--- config.mk ---
export PLATFORM = sky130hd
export DESIGN_NAME = ten_gig_tx_arbiter
export DESIGN_NICKNAME = d
export VERILOG_FILES = /design/src/rtl/ten_gig_tx_arbiter.sv
export SDC_FILE = /design/constraint.sdc
export NUM_CORES = 1
export LEC_CHECK = 0
export ABC_CLOCK_PERIOD_IN_PS = 2500
export BUFFER_PORTS_ARGS = -buffer_cell sky130_fd_sc_hd__buf_2
export CORE_MARGIN = 5
export CORE_UTILIZATION = 25
export CTS_CLUSTER_DIAMETER = 120
export DETAILED_ROUTE_END_ITERATION = 6
export PLACE_DENSITY = 0.6
export SETUP_SLACK_MARGIN = 0.1
export SYNTH_ARGS = -nofsm -noshare
export SYNTH_HDL_FRONTEND = slang
export SYNTH_SLANG_ARGS = --single-unit
--- constraint.sdc ---
create_clock -name i_clk -period 2.5 [get_ports i_clk]
set_input_delay 0.25 -clock i_clk [delete_from_list [all_inputs] [get_ports i_clk]]
set_output_delay 0.25 -clock i_clk [all_outputs]
set_load 0.02 [all_outputs]
--- src/rtl/ten_gig_tx_arbiter.sv ---
// Packet-granular round-robin arbiter in front of one 10G MAC tx_axis port.
// Grants are only issued while the link is up. A grant is held until the
// frame ends. Frames longer than P_MAX_BEATS are cut short and flagged bad
// on the master side, and the rest of the source frame is swallowed.
//
// state    | meaning
// ---------+-----------------------------------------------------------
// ST_IDLE  | no grant; pick the next valid source when the link is up
// ST_XFER  | granted source muxed straight through to the MAC
// ST_DRAIN | frame was truncated; discard source beats up to its tlast
module ten_gig_tx_arbiter #(
   parameter int          P_SRC_NUM   = 2,
   parameter logic [15:0] P_MAX_BEATS = 16'd1200
) (
   input  logic                      i_clk,
   input  logic                      i_rst_n,
   input  logic                      i_link_up,
   input  logic [P_SRC_NUM-1:0]      s_axis_tvalid,
   input  logic [64*P_SRC_NUM-1:0]   s_axis_tdata,
   input  logic [8*P_SRC_NUM-1:0]    s_axis_tkeep,
   input  logic [P_SRC_NUM-1:0]      s_axis_tlast,
   input  logic [P_SRC_NUM-1:0]      s_axis_tuser,
   output logic [P_SRC_NUM-1:0]      s_axis_tready,
   input  logic                      m_axis_tready,
   output logic                      m_axis_tvalid,
   output logic [63:0]               m_axis_tdata,
   output logic [7:0]                m_axis_tkeep,
   output logic                      m_axis_tlast,
   output logic                      m_axis_tuser,
   output logic [P_SRC_NUM-1:0]      o_grant,
   output logic                      o_busy,
   output logic [15:0]               o_trunc_cnt
);

   localparam int PTR_W = (P_SRC_NUM > 1) ? $clog2(P_SRC_NUM) : 1;

   typedef enum logic [1:0] {
      ST_IDLE,
      ST_XFER,
      ST_DRAIN
   } state_t;

   state_t               state_q, state_d;
   logic [P_SRC_NUM-1:0] grant_q, grant_d;
   logic [PTR_W-1:0]     gidx_q, gidx_d;
   logic [PTR_W-1:0]     rr_ptr_q, rr_ptr_d;
   logic [15:0]          beat_cnt_q, beat_cnt_d;
   logic [15:0]          trunc_cnt_q, trunc_cnt_d;

   logic                 sel_found;
   logic [PTR_W-1:0]     sel_idx;
   logic [P_SRC_NUM-1:0] sel_onehot;
   logic [2*P_SRC_NUM-1:0] vld_rot;
   logic [PTR_W:0]       sel_sum;

   logic                 g_valid;
   logic [63:0]          g_data;
   logic [7:0]           g_keep;
   logic                 g_last;
   logic                 g_user;
   logic                 at_max_beat;
   logic                 trunc_beat;
   logic [PTR_W-1:0]     next_ptr;

   // Rotate valids so bit 0 is rr_ptr, then take the first set bit; the
   // winning index is rr_ptr plus that offset, wrapped at P_SRC_NUM.
   always_comb begin
      sel_found  = 1'b0;
      sel_idx    = '0;
      sel_sum    = '0;
      sel_onehot = '0;
      vld_rot    = {s_axis_tvalid, s_axis_tvalid} >> rr_ptr_q;
      for (int i = 0; i < P_SRC_NUM; i++) begin
         if (!sel_found && vld_rot[i]) begin
            sel_found = 1'b1;
            sel_sum   = {1'b0, rr_ptr_q} + (PTR_W+1)'(i);
            if (sel_sum >= (PTR_W+1)'(P_SRC_NUM)) begin
               sel_sum = sel_sum - (PTR_W+1)'(P_SRC_NUM);
            end
            sel_idx = sel_sum[PTR_W-1:0];
         end
      end
      for (int i = 0; i < P_SRC_NUM; i++) begin
         if (sel_idx == PTR_W'(i)) begin
            sel_onehot[i] = 1'b1;
         end
      end
   end

   // Select the granted source's stream for the master port and handshake.
   always_comb begin
      g_valid = 1'b0;
      g_data  = '0;
      g_keep  = '0;
      g_last  = 1'b0;
      g_user  = 1'b0;
      for (int i = 0; i < P_SRC_NUM; i++) begin
         if (gidx_q == PTR_W'(i)) begin
            g_valid = s_axis_tvalid[i];
            g_data  = s_axis_tdata[64*i +: 64];
            g_keep  = s_axis_tkeep[8*i +: 8];
            g_last  = s_axis_tlast[i];
            g_user  = s_axis_tuser[i];
         end
      end
   end

   // A real tlast on the limit beat is a normal end, so only force when absent.
   assign at_max_beat = (beat_cnt_q == (P_MAX_BEATS - 16'd1));
   assign trunc_beat  = at_max_beat && !g_last;
   assign next_ptr    = (gidx_q == PTR_W'(P_SRC_NUM-1)) ? '0 : gidx_q + PTR_W'(1);

   // Next-state: arbitration in IDLE, beat counting and truncation in XFER.
   always_comb begin
      state_d     = state_q;
      grant_d     = grant_q;
      gidx_d      = gidx_q;
      rr_ptr_d    = rr_ptr_q;
      beat_cnt_d  = beat_cnt_q;
      trunc_cnt_d = trunc_cnt_q;
      case (state_q)
         ST_IDLE: begin
            if (i_link_up && sel_found) begin
               grant_d    = sel_onehot;
               gidx_d     = sel_idx;
               beat_cnt_d = '0;
               state_d    = ST_XFER;
            end
         end
         ST_XFER: begin
            if (g_valid && m_axis_tready) begin
               beat_cnt_d = beat_cnt_q + 16'd1;
               if (g_last) begin
                  grant_d  = '0;
                  rr_ptr_d = next_ptr;
                  state_d  = ST_IDLE;
               end else if (at_max_beat) begin
                  if (trunc_cnt_q != 16'hFFFF) begin
                     trunc_cnt_d = trunc_cnt_q + 16'd1;
                  end
                  state_d = ST_DRAIN;
               end
            end
         end
         ST_DRAIN: begin
            if (g_valid && g_last) begin
               grant_d  = '0;
               rr_ptr_d = next_ptr;
               state_d  = ST_IDLE;
            end
         end
         default: begin
            grant_d = '0;
            state_d = ST_IDLE;
         end
      endcase
   end

   // Master outputs and per-source ready; everything quiet outside XFER/DRAIN.
   always_comb begin
      m_axis_tvalid = 1'b0;
      m_axis_tdata  = '0;
      m_axis_tkeep  = '0;
      m_axis_tlast  = 1'b0;
      m_axis_tuser  = 1'b0;
      s_axis_tready = '0;
      case (state_q)
         ST_XFER: begin
            m_axis_tvalid = g_valid;
            m_axis_tdata  = g_data;
            m_axis_tkeep  = g_keep;
            m_axis_tlast  = g_last | trunc_beat;
            m_axis_tuser  = g_user | trunc_beat;
            s_axis_tready = grant_q & {P_SRC_NUM{m_axis_tready}};
         end
         ST_DRAIN: begin
            s_axis_tready = grant_q;
         end
         default: begin
         end
      endcase
   end

   // State registers; reset drops any frame in flight and restarts at source 0.
   always_ff @(posedge i_clk or negedge i_rst_n) begin
      if (!i_rst_n) begin
         state_q     <= ST_IDLE;
         grant_q     <= '0;
         gidx_q      <= '0;
         rr_ptr_q    <= '0;
         beat_cnt_q  <= '0;
         trunc_cnt_q <= '0;
      end else begin
         state_q     <= state_d;
         grant_q     <= grant_d;
         gidx_q      <= gidx_d;
         rr_ptr_q    <= rr_ptr_d;
         beat_cnt_q  <= beat_cnt_d;
         trunc_cnt_q <= trunc_cnt_d;
      end
   end

   assign o_grant     = grant_q;
   assign o_busy      = (state_q != ST_IDLE);
   assign o_trunc_cnt = trunc_cnt_q;

endmodule

# [Word-level counts from Yosys, hierarchy flattened]
# Index checks and enable logic that the tools add are counted.
[op_classes] n_mux=37 n_bitwise=4 n_shift=1 n_addsub=6 n_eq_ne=9 reduce_logical=17 n_lt_le_gt_ge=2
[op_table] op="$mux W64" count=2
[op_table] op="$add A16 B1 Y16 const B" count=2
[op_table] op="$mux W16" count=2
[op_table] op="$pmux W16 S2" count=1
[op_table] op="$mux W1" count=18
[op_table] op="$eq A16 B11 Y1 const B" count=1
[op_table] op="$mux W2" count=8
[op_table] op="$mux W8" count=2
[op_table] op="$ne A16 B16 Y1 const B" count=1
[op_table] op="$pmux W2 S3" count=2
[op_table] op="$reduce_and A4 Y1" count=3
[op_table] op="$ne A2 B2 Y1 const B" count=4
[op_table] op="$reduce_bool A2 Y1" count=3
[op_table] op="$logic_and A1 B1 Y1" count=5
[op_table] op="$reduce_and A5 Y1" count=1
[op_table] op="$pmux W2 S2" count=1
[op_table] op="$shr A4 B1 Y2" count=1
[op_table] op="$ne A3 B3 Y1 const B" count=1
[op_table] op="$reduce_and A3 Y1" count=1
[op_table] op="$add A1 B1 Y2 const B" count=1
[op_table] op="$and A2 B2 Y2" count=1
[op_table] op="$eq A2 B1 Y1 const B" count=1
[op_table] op="$eq A2 B2 Y1 const B" count=1
[op_table] op="$ge A1 B2 Y1 const B" count=1
[op_table] op="other kinds (9)" count=12
[totals] wordCells=82 register_bits=38 in_bits=154 out_inout_bits=96

# [Logic depth before layout (Yosys ltp)]
[logic_depth] ltp_word=8 ltp_mapped=8 depth_no_buf=7

# [Worst setup path after synthesis]
# No wires, ideal clock.
[synth_path] kind="reg2reg" start="register state_q[0]" end="register beat_cnt_q[14]" setup_time_ns=0.079 synth_period_minus_slack_ns=1.954 arrival_ns=1.875 path_buffers=2 t_required_ns=2.421 path_stages_with_launch=9 slack_ns=0.546 cell_sequence="dfrtp_1 > inv_1 > ha_1 > buf_2 > mux2i_1 > nand4_1 > buf_2 > or4b_1 > a21oi_1"
[synth_via] elab_chain_cells=3 elab_cells_between_ends=7 cone_classes="eq/ne: 3; mux: 1; reduce/logical: 3"
[synth_lines] item="start: declaration" line_no="43" text="state_t state_q, state_d;"
[synth_lines] item="start signal: assignment" line_no="194" text="state_q <= state_d;"
[synth_lines] item="$eq A2 B1 Y1 or $logic_not A2 Y1 (tied branches)" line_no="121" text="case (state_q)"
[synth_lines] item="$ne A2 B2 Y1 (no line) or $reduce_bool A2 Y1 (tied branches)"
[synth_lines] item="$reduce_and A3 Y1 (no line)"
[synth_lines] item="end signal: assignment" line_no="198" text="beat_cnt_q <= beat_cnt_d;"
[synth_lines] item="end: declaration" line_no="47" text="logic [15:0] beat_cnt_q, beat_cnt_d;"
# Several ways; a longest one is shown, not always the timed one.
# A chain may end at the register's enable or synchronous reset.

# [Final worst setup path]
[layout_path] start="register beat_cnt_q[12]" end="register trunc_cnt_q[15] (netlist: o_trunc_cnt[15])"
[layout_via] elab_chain_cells=2
[layout_lines] item="$eq A16 B11 Y1" line_no="109" text="assign at_max_beat = (beat_cnt_q == (P_MAX_BEATS - 16'd1));"
[layout_lines] item="$reduce_and A5 Y1 (no line)"
[layout_lines] item="end signal: assignment" line_no="199" text="trunc_cnt_q <= trunc_cnt_d;"
[layout_lines] item="end: declaration" line_no="48" text="logic [15:0] trunc_cnt_q, trunc_cnt_d;"
# No other way between the ends.

==> tab_implementation.tex <==
\begin{tabular}{lr}
\hline
Metric & Value \\
\hline
\multicolumn{2}{l}{\textbf{Outcome}} \\
Status & finished clean \\
\multicolumn{2}{l}{\textbf{Placement}} \\
Instance area at placement & 0.004668 mm² \\
Cell count after placement & 789 \\
Post-Place Worst Slack & around 290 ps \\
Placer congestion estimate & 0.9061 \\
Port-buffer cells & 249 \\
HPWL reported at the end of detailed placement & 10900 µm \\
\multicolumn{2}{l}{\textbf{STA}} \\
Slew margin rel. & 0.4167 \\
Slew at the pin closest to its max-slew limit & 874.9 ps \\
Final clock period utilization by the worst path & 0.8571 \\
Setup repair after global routing missed its margin & no \\
Fin crit period & 2143 ps \\
Count of endpoints failing setup in the final report & 0 \\
Hold Slack & 89.64 ps \\
Max Clk Rate & around 470 MHz \\
Number of max-slew violations in the final report & 0 \\
Post-route worst setup slack & 357.3 ps \\
Sum of negative setup slack & 0 ps \\
Post-Route Skew & 5.152 ps \\
Final Hold Violating Endpoints & 0 \\
\multicolumn{2}{l}{\textbf{Setup path}} \\
Sort of element at the start of the critical path & register \\
Endpoint kind of the worst setup timing path & register \\
Crit path max fanout & 5 \\
Worst setup path class & reg2reg \\
Required time worst endpoint & 2660 ps \\
Data arrival time at the worst-slack endpoint & 2300 ps \\
\multicolumn{2}{l}{\textbf{Drt}} \\
Routed wire length & 13070 µm \\
Via/cell ratio & between 4 and 5 \\
Top Metal Used & met4 \\
Wire length per cell after detailed routing & 16.26 µm \\
Met1 WL & between 5000 and 6000 µm \\
First DRT Iteration DRCs & 103 \\
Met2 routed WL & 6949 µm \\
DRC errors left & 0 \\
Number of vias in the routed layout & $\sim$3800 \\
Met3 layer wire length in the routed design & approximately 650 µm \\
Residual antenna-violating net count after detailed routing & 0 \\
Number of optimization iterations in the first detailed-route pass & 4 \\
\multicolumn{2}{l}{\textbf{Pwr}} \\
Overall power of the completed layout & between 4 and 5 mW \\
Total power per unit cell area & between 900 and 1000 mW/mm² \\
Worst vdd rail ir drop & 0.4832 mV \\
Static Leak & 2.676 nW \\
\multicolumn{2}{l}{\textbf{Die}} \\
Area of the die & 0.01523 mm² \\
Starting utilization of the core area & 0.2548 \\
Core area & 0.01262 mm² \\
Width of the die & 123.4 µm \\
Standard-cell row count & between 40 and 50 \\
Vertical die dimension & roughly 120 µm \\
I/O Pins & 250 \\
\multicolumn{2}{l}{\textbf{Synth}} \\
Count of cell types in the netlist & 42 \\
Synthesized cell area & $\sim$0.0032 mm² \\
Largest area contributor in the synthesized netlist & dfrtp\_1 \\
FFs w/ async S/R, synth & 1.000 \\
Number of enable flip-flop cells after synthesis & 0 \\
Count of synthesis-stage warnings from yosys & 0 \\
Most instantiated cells after synthesis & nor2\_1 (83), mux2i\_1 (78), dfrtp\_1 (38) \\
Number of nets produced by synthesis & 539 \\
Cell with the most instances after synthesis & nor2\_1 \\
Share of the synthesized area in the top cell type & 0.2957 \\
Leading post-synthesis cells by cell area & dfrtp\_1 (30\%), mux2i\_1 (24\%), nor2\_1 (9.7\%) \\
Seq cells post-synth & 38 \\
Most used flip-flop cell after synthesis & dfrtp\_1 \\
Synthesized area per cell & 8.462 µm² \\
Gate count after technology mapping & 380 \\
Sequential fraction of the synthesis area & 0.2957 \\
\multicolumn{2}{l}{\textbf{Clock network}} \\
Worst skew pair latency & 280 ps \\
Number of H-tree levels & 2 \\
CTS tree & done \\
Max Buffers Root-to-Sink & 2 \\
Post-CTS clock slew at the launch and capture registers of the worst setup and hold paths & roughly 60 ps \\
Quantity of hold-fixing buffers added after cts & 0 \\
Number of buffers created by CTS & 5 \\
Number of clock sinks & 38 \\
Library cell used as clock root buffer & clkbuf\_16 \\
\multicolumn{2}{l}{\textbf{Cells and area}} \\
Share of final-layout standard cells stronger than drive strength 1 & 0.4457 \\
Final Instance Count excl. Fillers & 804 \\
Number of fillers in the final layout & 1319 \\
Final cell utilization of the core & 0.3837 \\
Area grow syn2layout & 50.58\% \\
Finished layout cell area & 0.004842 mm² \\
Post-layout nets & 784 \\
\multicolumn{2}{l}{\textbf{Global route}} \\
Initial antenna violation count & 6 \\
Wire length of the first global-routing pass & 19520 µm \\
Global-route congestion overflow total & 0 \\
Number of global-route vias before repair & 3838 \\
Overall global routing resource usage & 0.1616 \\
Maximum number of pins on one net before global-route repair & 78 \\
\multicolumn{2}{l}{\textbf{Worst hold path}} \\
Hold WC Path Type & in2async \\
\multicolumn{2}{l}{\textbf{Run}} \\
Number of max-cap violations & 0 \\
\hline
\end{tabular}
[sequential cells by signal, indices dropped and copies added, names as in the netlist]
register / flops
rr_ptr_q: 1
state_q: 2
o_grant: 2
o_trunc_cnt: 16
gidx_q: 1
beat_cnt_q: 16
[critical path, cell delays in order (launching register included)]
cell     delay (ps)
dfrtp_1         420
nor4_1          400
nand4_1         150
buf_4           190
nor4_2          340
and3_1          210
mux2_2          320
[routing by layer]
| metal | vias to the layer above | global-route usage |
|---|---|---|
| met2 | 130 | 0.2990 |
| met5 | - | 0 |
| li1 | 1845 | - |
| met3 | 11 | 0.02653 |
| met4 | 0 | 0.06298 |
| met1 | 1768 | 0.1842 |
[cells in the final DEF, fill, tap and decap left out, types with 10 or more instances in the layout]
cell type  instances
nand2_1           18
nor2_1            83
o21ai_0           14
and3_1            10
nand4_1           10
nand3_1           14
dfrtp_1           37
mux2i_1           78
buf_2            249
xnor2_1           12
a21oi_1           12
[cells by family (layout without fill, tap and decap cells)]
group	after synthesis	in the layout	synth area share
flops	38	38	0.2957
other cells	0	6	0
mux	83	83	0.2615
simple gates	164	164	0.2506
xor+xnor	18	18	0.04903
buf+inv	31	277	0.04047
fa+ha+maj	5	5	0.01946
compound gates	41	41	0.08328
[worst paths after layout]
check	startpoint	end	slack, ps	cells after the start
min in group i_clk	i_link_up	gidx_q	270	3
worst min register to register	rr_ptr_q	rr_ptr_q	490	1
max in group asynchronous	i_rst_n	gidx_q	1760	1
worst max register to register	beat_cnt_q[12]	o_trunc_cnt[15]	360	6
worst max-delay path	beat_cnt_q[12]	o_trunc_cnt[15]	360	6
worst min-delay path	i_rst_n	beat_cnt_q[4]	90	1
[layout make-up]
type | instances | area [µm²] | share of cell area
clock inverter | 1 | 5.005 | 0.001034
inverter | 10 | 37.54 | 0.007752
tap | 172 | 215.2 | 0.04444
clock buffer | 7 | 142.6 | 0.02946
timing repair buffer | 259 | 1338 | 0.2762
multi-input combinational | 311 | 2135 | 0.4408
antenna | 6 | 15.01 | 0.003101
sequential | 38 | 954.7 | 0.1972
[repair_timing]
action                                  CTS  global route
buffers inserted                          0             1
resized for setup                         0             1
endpoints found under the setup margin    0            10
[power breakdown]
group          switching [mW]  total [mW]  internal (mW)
registers              0.0935       0.802          0.709
clock network           0.235       0.631          0.395
logic                    1.94        3.08           1.15
Power figures use the tool's default switching activity.
